===== src/rtl/tx_stream_arbiter.sv =====
// tx_stream_arbiter: round-robin arbiter that frames one burst per grant onto the FT245 tx path.
// Define TX_ARB_CHECKSUM_EN to append an XOR checksum trailer word to every frame.
module tx_stream_arbiter #(
  parameter int NUM_SRC = 4,
  parameter int LEN_W   = 16,
  parameter int GAP_CYC = 1
) (
  input  logic                     clk_in,
  input  logic                     rst_in,
  input  logic [NUM_SRC-1:0]       src_req,
  input  logic [NUM_SRC*LEN_W-1:0] src_len,
  input  logic [NUM_SRC-1:0]       src_valid,
  input  logic [NUM_SRC*32-1:0]    src_data,
  output logic [NUM_SRC-1:0]       src_ack,
  output logic [NUM_SRC-1:0]       src_grant,
  input  logic                     tx_ready,
  output logic                     tx_write,
  output logic [31:0]              tx_data,
  output logic                     busy
);
  localparam int GW = $clog2(NUM_SRC);
  localparam logic [2:0] S_IDLE  = 3'd0;
  localparam logic [2:0] S_HDR   = 3'd1;
  localparam logic [2:0] S_BURST = 3'd2;
  localparam logic [2:0] S_GAP   = 3'd4;
`ifdef TX_ARB_CHECKSUM_EN
  localparam logic [2:0] S_TRL   = 3'd3;
  localparam logic [2:0] S_END   = S_TRL;
`else
  localparam logic [2:0] S_END   = S_GAP;
`endif
  logic [2:0]       state_q, state_d;
  logic [GW-1:0]    ptr_q, ptr_d, g_q, g_d, win, idx;
  logic [LEN_W-1:0] cnt_q, cnt_d;
  logic [3:0]       gap_q, gap_d;
  logic             tx_write_q, tx_write_d, found, ack;
  logic [31:0]      tx_data_q, tx_data_d, hdr, word;
  logic [NUM_SRC-1:0] onehot;
  assign hdr       = {8'hA5, 4'h0, 4'(g_q), 16'(cnt_q)};
  assign word      = src_data[32*g_q +: 32];
  assign ack       = (state_q == S_BURST) & tx_ready & src_valid[g_q];
  assign onehot    = NUM_SRC'(1) << g_q;
  assign src_ack   = ack ? onehot : '0;
  assign src_grant = (state_q != S_IDLE && state_q != S_GAP) ? onehot : '0;
  assign busy      = state_q != S_IDLE;
  assign tx_write  = tx_write_q;
  assign tx_data   = tx_data_q;
  // smallest offset from ptr wins, so iterate from the far end down
  always_comb begin
    found = 1'b0;
    win   = '0;
    idx   = '0;
    for (int k = NUM_SRC - 1; k >= 0; k--) begin
      idx = GW'((int'(ptr_q) + k) % NUM_SRC);
      if (src_req[idx]) begin
        found = 1'b1;
        win   = idx;
      end
    end
  end
`ifdef TX_ARB_CHECKSUM_EN
  logic [31:0] acc_q, acc_d;
  assign acc_d = (state_q == S_IDLE) ? '0 :
                 (state_q == S_HDR && tx_ready) ? hdr :
                 ack ? (acc_q ^ word) : acc_q;
  always_ff @(posedge clk_in or posedge rst_in)
    if (rst_in) acc_q <= '0;
    else        acc_q <= acc_d;
`endif
  always_comb begin
    state_d    = state_q;
    ptr_d      = ptr_q;
    g_d        = g_q;
    cnt_d      = cnt_q;
    gap_d      = gap_q;
    tx_write_d = 1'b0;
    tx_data_d  = tx_data_q;
    case (state_q)
      S_IDLE: if (found) begin
        state_d = S_HDR;
        g_d     = win;
        cnt_d   = src_len[win*LEN_W +: LEN_W];
      end
      S_HDR: if (tx_ready) begin
        tx_write_d = 1'b1;
        tx_data_d  = hdr;
        state_d    = (cnt_q != '0) ? S_BURST : S_END;
      end
      S_BURST: if (ack) begin
        tx_write_d = 1'b1;
        tx_data_d  = word;
        cnt_d      = cnt_q - 1'b1;
        state_d    = (cnt_q == LEN_W'(1)) ? S_END : S_BURST;
      end
`ifdef TX_ARB_CHECKSUM_EN
      S_TRL: if (tx_ready) begin
        tx_write_d = 1'b1;
        tx_data_d  = acc_q;
        state_d    = S_GAP;
      end
`endif
      S_GAP: begin
        gap_d   = gap_q - 1'b1;
        state_d = (gap_q == 4'd0) ? S_IDLE : S_GAP;
      end
      default: state_d = S_IDLE;
    endcase
    if (state_d == S_GAP && state_q != S_GAP) begin
      ptr_d = (g_q == GW'(NUM_SRC - 1)) ? '0 : g_q + 1'b1;
      gap_d = 4'(GAP_CYC - 1);
    end
  end
  always_ff @(posedge clk_in or posedge rst_in)
    if (rst_in) begin
      state_q    <= S_IDLE;
      ptr_q      <= '0;
      g_q        <= '0;
      cnt_q      <= '0;
      gap_q      <= '0;
      tx_write_q <= 1'b0;
      tx_data_q  <= '0;
    end else begin
      state_q    <= state_d;
      ptr_q      <= ptr_d;
      g_q        <= g_d;
      cnt_q      <= cnt_d;
      gap_q      <= gap_d;
      tx_write_q <= tx_write_d;
      tx_data_q  <= tx_data_d;
    end
endmodule


===== config.mk =====
export PLATFORM = sky130hd
export DESIGN_NAME = tx_stream_arbiter
export DESIGN_NICKNAME = d
export VERILOG_FILES = /design/src/rtl/tx_stream_arbiter.sv
export SDC_FILE = /design/constraint.sdc
export NUM_CORES = 1
export LEC_CHECK = 0
export ABC_AREA = 1
export CAP_MARGIN = 20
export CORE_MARGIN = 1
export CORE_UTILIZATION = 34
export DETAILED_ROUTE_END_ITERATION = 10
export PLACE_DENSITY = 0.69
export SKIP_LAST_GASP = 1
export SYNTH_ARGS = -nofsm -noshare
export SYNTH_HDL_FRONTEND = slang
export SYNTH_SLANG_ARGS = --single-unit

===== constraint.sdc =====
create_clock -name clk_in -period 3 [get_ports clk_in]
set_input_delay 0.6 -clock clk_in [delete_from_list [all_inputs] [get_ports clk_in]]
set_output_delay 0.6 -clock clk_in [all_outputs]
set_load 0.005 [all_outputs]

# After elaboration in Yosys (flattened, before gate mapping)
# Cells that the tools add are included.
# W data, S select, Z words.
[word_totals] out_inout_bits=42 ff_bits=60 inputBits=203 wordCells=84
[classes] muxes=39 order_cmp=5 shift=3 bitwise_logic=2 reduce_logical=12 n_addsub=6 eq_ne=10
[op_table] cell="$shiftx A128 B8 Y32" count=1
[op_table] cell="$mux W32" count=2
[op_table] cell="$pmux W32 S2" count=1
[op_table] cell="$shiftx A64 B7 Y16" count=1
[op_table] cell="$mux W16" count=2
[op_table] cell="$pmux W16 S2" count=1
[op_table] cell="$mux W3" count=6
[op_table] cell="$eq A16 B1 Y1 const B" count=1
[op_table] cell="$mux W4" count=4
[op_table] cell="$reduce_bool A16 Y1" count=1
[op_table] cell="$sub A16 B1 Y16 const B" count=1
[op_table] cell="$lt A2 B3 Y1 const B" count=5
[op_table] cell="$pmux W3 S4" count=1
[op_table] cell="$mux W1" count=11
[op_table] cell="$bmux W1 S2" count=5
[op_table] cell="$mux W2" count=5
[op_table] cell="$eq A3 B3 Y1 const B" count=2
[op_table] cell="$ne A2 B2 Y1 const B" count=3
[op_table] cell="$reduce_and A3 Y1" count=2
[op_table] cell="$reduce_bool A2 Y1" count=3
[op_table] cell="$add A2 B1 Y2 const B" count=2
[op_table] cell="$add A2 B2 Y2 const B" count=2
[op_table] cell="$logic_not A4 Y1" count=1
[op_table] cell="$shl A1 B2 Y4 const A" count=1
[op_table] cell="11 further kinds" count=13

# Logic depth before layout (Yosys ltp)
# Gate-level depths: netlist (run 1).
[logic_depth] word_depth=12 mapped_depth=18 depth_no_buf=16

# Least setup slack after synthesis (run 1)
# OpenSTA, ideal clock, no wires.
[synth_path] kind="reg-to-output" from="register g_q[0]" to="output port src_ack[0]" n_path_buf=3 path_slack_ps=823 path_stages_with_launch=8 t_required_ps=2400 arrival_time_ps=1577 path_cell_list="dfrtp_1 -> inv_1 -> buf_2 -> clkbuf_1 -> buf_1 -> ha_1 -> inv_1 -> nor2_1"
[synth_between] elab_chain_cells=4 elab_cells_between_ends=5 classes_between="shift (1); mux (3); bitwise (1)"
[synth_rtl] item="start, declared" line="33" text="logic [GW-1:0] ptr_q, ptr_d, g_q, g_d, win, idx;"
[synth_rtl] item="start signal, assigned" line="125" text="g_q <= g_d;"
[synth_rtl] item="$bmux W1 S2" line="41" text="assign ack = (state_q == S_BURST) & tx_ready & src_valid[g_q];"
[synth_rtl] item="$mux W1 (implied by the code)" line="41"
[synth_rtl] item="$and A1 B1 Y1" line="41"
[synth_rtl] item="$mux W4 *" line="43" text="assign src_ack = ack ? onehot : '0;"
[synth_rtl] item="end, declared" line="14" text="output logic [NUM_SRC-1:0] src_ack,"
# Mark *: on every way between the ends. The rest lies on a longest branch, timed or not. The select of a mux whose other input is x is not followed.

# Worst setup path in the final report (run 1)
[layout_path] from="input port src_valid[3]" to="output port src_ack[3]"
[layout_between] elab_chain_cells=4
[layout_rtl] item="start, declared" line="12" text="input logic [NUM_SRC-1:0] src_valid,"
[layout_rtl] item="$bmux W1 S2" line="41"
[layout_rtl] item="$mux W1 (implied by the code)" line="41"
[layout_rtl] item="$and A1 B1 Y1" line="41"
[layout_rtl] item="$mux W4" line="43"
# No other way between the ends. The select of a mux whose other input is x is not followed.

==> results of run 1 <==
through the flow:
stage	power, mW	hold slack, ns	area, µm²	setup WS (ns)
final	5.355	0.5108	7792	0.1740
after global routing	5.818	0.5275	7792	0.03640
after CTS	5.386	0.5119	7787	0.09725
after detailed placement	4.408	0.4973	7507	0.1694
after global placement	4.377	0.4910	7507	0.1707
after floorplan	3.142	0.4751	4947	0.8227
cells in the mapped netlist, types with 3 or more instances:
cell type  instances
buf_2             11
o21ai_1            6
a32o_1             4
clkbuf_1          29
nand3b_1           9
o22ai_1           17
ha_1               9
a31oi_1           23
a21oi_1           38
inv_1             66
buf_4              4
nand2_2            6
nor3_1             4
xnor2_1            3
buf_6              6
nand2_1          209
nor2_1           107
o21ai_0           56
nand3_1          106
dfrtp_1           60
worst paths after layout:
path                              start     endpoint  slack [ns]  cells past startpoint
max in group asynchronous        rst_in   tx_data[8]        1.76                      3
min in group asynchronous        rst_in   tx_data[3]        0.64                      2
hold / removal              tx_data[21]  tx_data[21]        0.51                      2
setup / recovery           src_valid[3]   src_ack[3]        0.17                      8
hold reg to reg             tx_data[21]  tx_data[21]        0.51                      2
setup reg to reg                 g_q[0]    cnt_q[13]        0.53                     13
placed cells by master (no fill, tap or decap), drive strengths merged:
cell type / instances
a211oi: 1
a21oi: 39
a31oi: 23
a32o: 4
and2: 1
buf: 17
clkbuf: 9
clkdlybuf4s50: 244
clkinv: 5
clkinvlp: 2
dfrtp: 60
ha: 9
inv: 69
mux2: 1
nand2: 216
nand3: 106
nand3b: 9
nand4: 2
nor2: 109
nor3: 4
nor3b: 2
nor4: 2
o211ai: 2
o21ai: 62
o22ai: 17
or2: 1
xnor2: 3
xor2: 2
where the power goes:
part           internal [mW]  total (mW)  leakage [nW]  switching (mW)
combinational           1.33        3.04          2.69            1.72
sequential              1.11        1.36         0.701           0.254
clock                  0.562       0.953         0.132           0.391
repair_timing:
item                       4_1_cts  5_1_grt
setup endpoints to repair        1        2
pin swaps                        0        0
resized for setup                1        2
flip-flops by register name, indices dropped and copies added, names as in the netlist:
| name | count |
|---|---|
| ptr_q | 2 |
| g_q | 2 |
| cnt_q | 16 |
| gap_q | 4 |
| tx_write | 1 |
| tx_data | 32 |
| state_q | 3 |
cells by family after synthesis:
| kind of cell | after synthesis | synth area share, % |
|---|---|---|
| AOI/OAI and AO/OA | 148 | 16.62 |
| xor gates and xnor gates | 5 | 0.8853 |
| adders and majority gates | 9 | 2.276 |
| buffers and inverters | 121 | 10.72 |
| DFF | 60 | 30.35 |
| muxes | 1 | 0.2276 |
| and+or+nand+nor | 452 | 38.92 |
final cells by class:
type                            instances  area share [%]
Inverter                               69           3.372
Sequential cell                        60           19.28
Timing Repair Buffer                  261           33.40
Clock inverter                          7          0.6583
Tap cell                              180           2.890
Multi-Input combinational cell        615           37.51
Clock buffer                            9           2.890
routing by layer:
| metal | GRT usage [%] | part of all wire (%) | vias to the layer above |
|---|---|---|---|
| met2 | 41.01 | 49 | 176 |
| li1 | - | - | 3064 |
| met4 | 6.936 | 2.1 | 2 |
| met1 | 30.18 | 43 | 2724 |
| met5 | 0 | 0.071 | - |
| met3 | 4.740 | 6.0 | 24 |
critical path: cells and delay by family:
kind | cells | cell delay [ns]
AND/OR/NAND/NOR | 5 | 0.60
AO/OA/AOI/OAI | 1 | 0.05
buffers and inverters | 2 | 0.98
==> run metrics, run 1 <==
status completed; Root Buffer Master clkbuf_16; Max stage delay on crit path 0.53 ns; crit-path cells clkdlybuf4s50_1 > nand2_1 > nand2_1 > a21oi_1 > nor2_1 > nand3_1 > nor2_1 > clkdlybuf4s50_1; clock-pin slew on the worst setup and hold paths 0.06 ns; top fanout value on the critical path 5; CP max-delay cell clkdlybuf4s50_1; P per Cell Area 687.2 nW/µm²; Synth Flop Type dfrtp_1; Hold Fails Final Rpt 0; GRT Residual Overflow 0; # setup viols final 0; total clock sinks 60; first-pass GRT wire length 27.78 mm; number of CTS-inserted buffers 9; clock latency on the worst-skew pair 0.32 ns; Syn. warnings 0; FF+latch count, synth 60; hold_buf cts 0; Layout Cells excl Fill 1201; GRT Overall Usage 23.91%; Starting Density 35.23%; Seq/Total Area, Yosys 30.35%; unrepaired setup endpoints after global routing false; ANT nets after route 0; Worst Setup End Kind output pin; # DRC 0; clock buffer depth 2; per-cell routed wire length 15.29 µm; final WL 18.36 mm; initial antenna violation count 1; vias in the first global route 5519; Setup Skew 0.007710 ns; WS Path Type in2out; Synth async-reset ratio 100.0%; post-synthesis cell count 796; Filler cells 1374; drt pass-1 iters 4; Row Count 43; Port Buffers 244; Final Cycle Share 94.20%; synthesized area 4947 µm²; final critical-path required period 2.826 ns; EDFF count, synth 0; fraction of layout cells with a size suffix above 1 5.289%; Worst setup SP type input pin; post-route setup TNS 0 ns; WP data required 2.40 ns; Critical Path AT 2.23 ns; Max Clock Freq 0.3539 GHz; maximum vdd ir drop 0.3482 mV; Slew HR 55.70%; Nets 1228; multi-input logic area 2923 µm²; final slew viol count 0; die area 15040 µm²; Boundary Pins 245; P&R area growth vs syn 57.51%; # H-tree levels 3; register area 1503 µm²; hold crit path type reg2reg; Avg Vias per Cell 4.988; Synth top area share 30.35%; post-synth net total 1008; max-cap violations 0; Setup Buffers After CTS 0; CTS tree yes; Ant. Diodes 0; synth top area cells dfrtp_1 (30%), nand2_1 (16%), nand3_1 (11%); Final Util 55.49%; leak pwr 3.521 nW; Worst Max-Slew Pin Slew 0.6629 ns; Avg Cell Area, Syn 6.215 µm²; via count 5990; chip width 122.6 µm; pin count of the biggest net entering global routing 44; initial DRC count 314; CORE AREA 14040 µm²; DIE HEIGHT 122.6 µm; gpl congestion 0.8550; placed instance count 1185; placed wire-length estimate 14.02 mm; synth unique cells 37; post-synth top area cell dfrtp_1
Note: power is estimated with default switching activity, not from simulation.
==> run 2, diff against run 1 <==
- CELL_PAD_IN_SITES_DETAIL_PLACEMENT: not set -> 0
- CELL_PAD_IN_SITES_GLOBAL_PLACEMENT: not set -> 1
- CORE_UTILIZATION: 34 -> 29
- CTS_CLUSTER_SIZE: not set -> 10
- PLACE_DENSITY: 0.69 -> not set
- PLACE_DENSITY_LB_ADDON: not set -> 0.1
==> run metrics, run 2 (same netlist as run 1, synthesis figures left out) <==
P per Cell Area 699.2 nW/µm² (+1.7%); clock-pin slew on the worst setup and hold paths 0.05 ns (about the same); top fanout value on the critical path 17 (+12); combinational share of power 54.9% (-1.9 points); crit-path cells inv_4 > nand2_1 > nand2_1 > a21oi_1 > nor2_1 > nand3_1 > nor2_1 > clkdlybuf4s50_1; sequential fraction of design power 24.7% (-0.7 points); drt pass-1 iters 4 (unchanged); Max Clock Freq 0.3634 GHz (+2.7%); Nets 1230 (+0.16%); # DRC 0 (unchanged); Slew HR 35.04% (-21 points); Worst R2R Path Depth 14 (+1); Filler cells 1752 (+28%); final critical-path required period 2.751 ns (-0.07456 ns); GRT Overall Usage 21.88% (-2.0 points); first-pass GRT wire length 30.39 mm (+9.4%); P&R area growth vs syn 59.51%; die area 17590 µm² (+17%); GRT Residual Overflow 0 (unchanged); max reg flops 32 (unchanged); Sw Ratio 43.11% (-0.99 points); Worst Setup End Kind output pin; Port Buffers 244 (unchanged); hold_buf cts 0 (unchanged); Critical Path AT 2.15 ns (-0.08 ns); CP max-delay cell dfrtp_2; chip width 132.6 µm (+8.1%); initial DRC count 232 (-26%); worst hold slack 0.5074 ns (-0.003409 ns); maximum vdd ir drop 0.3464 mV (-0.51%); final WL 19.01 mm (+3.6%); Ant. Diodes 0 (unchanged); status completed; max-cap violations 0 (unchanged); worst r2r src g_q[0]; ANT nets after route 0 (unchanged); Max stage delay on crit path 0.53 ns (about the same); total net switching power 2.379 mW (+0.73%); Final Util 47.42% (-8.1 points); leak pwr 3.552 nW (+0.91%); DIE HEIGHT 132.6 µm (+8.1%); Hold Fails Final Rpt 0 (unchanged); Boundary Pins 245 (unchanged); hold crit path type reg2reg; # H-tree levels 3 (unchanged); Bufs and invs on worst path 2 (unchanged); clock latency on the worst-skew pair 0.34 ns (+0.02 ns); Row Count 47 (+9.3%); CTS tree yes; Worst setup SP type flop; worst hold path cell count 2 (unchanged); WP data required 2.40 ns (about the same); fraction of layout cells with a size suffix above 1 5.572% (+0.28 points); unrepaired setup endpoints after global routing false; per-cell routed wire length 15.29 µm (about the same); clock buffer depth 2 (unchanged); CORE AREA 16640 µm² (+19%); WS Path Type reg2out; critical path's top delay family buffers and inverters; # setup viols final 0 (unchanged); Starting Density 29.73% (-5.5 points); vias in the first global route 5666 (+2.7%); number of CTS-inserted buffers 9 (unchanged); Worst Hold Launch tx_data[20]; Root Buffer Master clkbuf_16; Stages on worst setup path 8 (unchanged); Setup Skew 0.007781 ns (+0.00007028 ns); Worst Setup SP g_q[0]; initial antenna violation count 0 (-1); pin count of the biggest net entering global routing 61 (+39%); via count 5961 (-0.48%); P_int 3.139 mW (+4.9%); Clk pwr share 20.4% (+2.6 points); Avg Vias per Cell 4.796 (-3.8%); R2R Setup Slk 0.69 ns (+0.16 ns); most common cell after layout, fill and taps aside clkdlybuf4s50_1; final slew viol count 0 (unchanged); total clock sinks 60 (unchanged); Final Cycle Share 91.71% (-2.5 points); gpl congestion 0.8194 (-4.2%); most frequent cells in the layout clkdlybuf4s50_1 (244), nand2_1 (208), nor2_1 (107), nand3_1 (106), inv_1 (64); placed wire-length estimate 14.12 mm (+0.70%); Worst Max-Slew Pin Slew 0.9729 ns (+0.3101 ns); post-route setup TNS 0 ns (unchanged)
## run 2: changes by cell type in the layout (fill, tap and decap cells not counted), sizes merged
cell and delta:
bufinv +2, clkinv -1, buf +2, clkinvlp -1
## run 2: area by class of cell
| cell class | count | area (µm²) | share of cell area (%) |
|---|---|---|---|
| multi-input cells | 615 | 2923 | 37.04 |
| repair buffers | 263 | 2610 | 33.07 |
| flip-flops and latches | 60 | 1503 | 19.04 |
| well taps | 220 | 275.3 | 3.488 |
| inverters | 69 | 264.0 | 3.345 |
| clock buffers | 9 | 225.2 | 2.854 |
| clock inverters | 7 | 91.34 | 1.157 |
## run 2: power by group through the flow
stage	Clock [mW]	Sequential, mW	Combinational (mW)
final	1.13	1.36	3.03
after global routing	1.18	1.41	3.41
after CTS	1.15	1.36	3.08
after detailed placement	0	1.37	3.07
after global placement	0	1.37	3.07
after floorplan	0	1.30	1.84
## run 2: through the flow
stage	power [mW]	setup WS (ns)	cells	instance area, µm²
floorplan	3.142	0.8227	796	4947
global placement	4.439	0.2503	1227	7572
detailed placement	4.439	0.2543	1227	7572
CTS	5.589	0.1632	1243	7889
global route	6.003	0.04786	1243	7891
finish	5.517	0.2486	1243	7891
## run 2: metal layers
layer / vias to the layer above / routed length [µm] / global-route usage (%)
met1: 2738 / 8515 / 27.12
met3: 16 / 731 / 4.138
met4: 0 / 255 / 5.236
met2: 140 / 9508 / 38.89
li1: 3067 / - / -
met5: - / 0 / 0
## run 2: path summary, 6_finish.rpt
kind                          endpoint
min reg2reg                tx_data[20]
min                        tx_data[20]
max in group asynchronous   tx_data[4]
max reg2reg                   ptr_q[1]
min in group asynchronous     gap_q[0]
max                         src_ack[1]
## run 2: timing repair
item,in CTS,in global routing
setup buffers,0,0
gates resized for setup,0,1
endpoints found under the hold margin,0,0
setup endpoints to repair,0,3
## run 2: worst register-to-register path, cell delays in order, from the launching register on
cell and delay, ns:
dfrtp_2 0.53, inv_4 0.19, nand2_1 0.07, nand2_1 0.06, a21oi_1 0.05, nor2_1 0.12, nand3_1 0.17, buf_4 0.24
nor3b_1 0.30, nor2_1 0.07, nand2_1 0.11, nand2_1 0.14, inv_1 0.10, nand2_1 0.05, nand2_1 0.05
==> run 3, diff against run 2 <==
- SKIP_LAST_GASP: 1 -> not set
==> results of run 3 <==
The final DEF is identical to that of run 2; final timing and power are the same.
==> RTL change: new RTL, config.mk and constraints of run 1 <==
Add a define of `TX_ARB_CHECKSUM_EN`.
--- a/src/rtl/tx_stream_arbiter.sv
+++ b/src/rtl/tx_stream_arbiter.sv
@@ -1,5 +1,7 @@
 // tx_stream_arbiter: round-robin arbiter that frames one burst per grant onto the FT245 tx path.
 // Define TX_ARB_CHECKSUM_EN to append an XOR checksum trailer word to every frame.
+`define TX_ARB_CHECKSUM_EN
+
 module tx_stream_arbiter #(
   parameter int NUM_SRC = 4,
   parameter int LEN_W   = 16,
Behaviour: not the same (Yosys sat finds a counterexample within 4 cycles, from zero or initial values and one cycle with rst_in high).
==> RTL change against run 1 <==
- count of clock-buffer cells in the layout rose by 2
- synthesized cell count grew 36%
- worst setup slack lost 0.076 ns
- power increased by 100%
- routed wire length increased by 30%
- sequential power rose by 67%
- register-to-register slack improved by 0.03 ns
- synthesized area is 42% higher
- core utilization is 5.7 points lower
- largest cell class unchanged
- global-route usage decreased by 1.4 points
- critical endpoint unchanged
- sequential cell count grew 32
- cell area increased by 30%
- combinational power is 140% higher
==> RTL change: results (changes against run 1) <==
* Synth Area in Adders at 1.598% (was 2.276%)
* Non-Filler Instances at 1581 (was 1201)
* Total track usage at 22.47% (was 23.91%)
* Synth unique cells at 40 (was 37)
* R2R Setup Slk at 0.56 ns (was 0.53 ns)
* Worst skew pair latency at 0.35 ns (was 0.32 ns)
* Slowest Stage Delay on Critical Path at 0.52 ns
* Setup Skew at 0.008894 ns (was 0.007710 ns)
* Via count at 7953 (was 5990)
* First-pass GRT wire length at 38430 µm (was 27780 µm)
* Starting DRT DRC Count at 475 (was 314)
* Initial antenna violation count at 0 (was 1)
* Drt pass-1 iters at 5 (was 4)
* Clock Path Buffers at 2 (unchanged)
* Arr. time, crit path at 2.30 ns (was 2.23 ns)
* WHS Endpoint: acc_q[21]$_DFFE_PP0P_ (was tx_data[21]$_DFFE_PP0P_)
* RD Place Congestion at 0.8666 (was 0.8550)
* HPWL after DPL at 17810 µm (was 14020 µm)
* Met3 wire length at 1793 µm (was 1105 µm)
* DRT met1 WL at 11040 µm (was 7921 µm)
* Pleak at 4.676 nW (was 3.521 nW)
* FF-to-FF End: acc_q[9]$_DFFE_PP0P_ (was cnt_q[13]$_DFFE_PP0P_)
* Worst IR Drop VDD at 0.0006267 V (was 0.0003482 V)
* Layout cell share with drive strength beyond 1 at 6.789% (was 5.289%)
* Largest family of logic cells by synthesized area: simple AND/OR/NAND/NOR gates (unchanged)
* Min-delay src: acc_q[21]$_DFFE_PP0P_ (was tx_data[21]$_DFFE_PP0P_)
* Commonest cells post-synth: nand2_1 (251), nand3_1 (139), inv_1 (118) (was nand2_1 (209), nor2_1 (107), nand3_1 (106))
* Mux contribution to synthesized area at 0% (was 0.2276%)
* Ys flop type: dfrtp_1 (unchanged)
* Least-Margin Pin Slew at 0.6255 ns (was 0.6629 ns)
* Synth top area cells: dfrtp_1 (33%), nand2_1 (13%), nand3_1 (9.9%) (was dfrtp_1 (30%), nand2_1 (16%), nand3_1 (11%))
* Outcome: complete, no violations (unchanged)
* Worst r2r path cells at 11 (was 13)
* Highest Signal Layer: met4 (was met5)
* Worst-path maximum fanout at 5 (unchanged)
* DRT Wirelength at 23900 µm (was 18360 µm)
* WL met2 at 10690 µm (was 8936 µm)
* Synth Area in XOR/XNOR at 1.740% (was 0.8852%)
* Vias in the first global route at 7485 (was 5519)
* Num CTS Buffers at 9 (unchanged)
* # resized after CTS at 0 (was 1)
* Syn_nets at 1298 (was 1008)
* Seq/Total Area, Yosys at 32.66% (was 30.35%)
* Final-stage net count at 1518 (was 1228)
* Worst Hold Depth at 1 (was 2)
* Internal at 0.005306 W (was 0.002994 W)
* CP max-delay cell: clkdlybuf4s50_1 (unchanged)
* Post CTS Setup Buffer Count at 0 (unchanged)
* Pin count of the biggest net entering global routing at 50 (was 44)
* Fillers at 2029 (was 1374)
* Hold_buf cts at 0 (unchanged)
* Avg Inst Size Synth at 6.490 µm² (was 6.215 µm²)
* Synth Area in Compound Gates at 18.76% (was 16.62%)
* Worst hold-check path type: reg2reg (unchanged)
RTL change: worst reg2reg max path, delay by kind of cell, from the launching register on:
kind,cells,cell delay [ns]
compound gates,2,0.28
buf+inv,4,0.81
flops,1,0.49
simple gates,5,0.72
RTL change: area by class of cell:
class	instances	share of cell area, %
clock buffer	11	2.403
clock inverter	5	0.8174
inverter	130	4.880
multi-input combinational	804	39.35
sequential	92	22.80
tap	270	3.344
timing repair buffer	269	26.41
RTL change: layer usage:
metal	up-vias	global-route usage, %
met1	3605	30.91
met4	0	5.938
li1	4006	-
met5	-	0
met3	22	4.295
met2	320	36.05
RTL change: worst max path at each step:
stage / start / endpoint / slack [ns] / cells past startpoint
after floorplan: rst_in / acc_q[0]$_DFFE_PP0P_ / 0.008 / 1
after global placement: src_valid[2] / src_ack[3] / 0.13 / 8
after detailed placement: src_valid[2] / src_ack[3] / 0.12 / 8
after CTS: src_valid[2] / src_ack[3] / 0.12 / 8
after global routing: src_valid[2] / src_ack[3] / 0.01 / 8
final: src_valid[2] / src_ack[3] / 0.1 / 8
RTL change: power by group through the flow:
stage          logic (W)  registers (W)  clock network, W
3_5_place_dp     0.00714        0.00229                 0
5_1_grt          0.00802        0.00234           0.00132
4_1_cts          0.00718        0.00227           0.00127
2_1_floorplan    0.00501        0.00217                 0
3_3_place_gp     0.00704        0.00227                 0
6_report         0.00717        0.00227           0.00125
RTL change: metrics by stage:
step	power (W)	area (µm²)	hold WS [ns]	setup slack, ns	util [%]
after floorplan	0.007186	7048	0.4427	0.008038	-
final	0.01069	10100	0.4768	0.09789	49.77
after CTS	0.01072	10100	0.4768	0.1186	49.77
after detailed placement	0.009423	9777	0.4665	0.1248	48.16
after global routing	0.01169	10100	0.4977	0.01188	49.77
after global placement	0.009317	9777	0.4606	0.1300	48.16
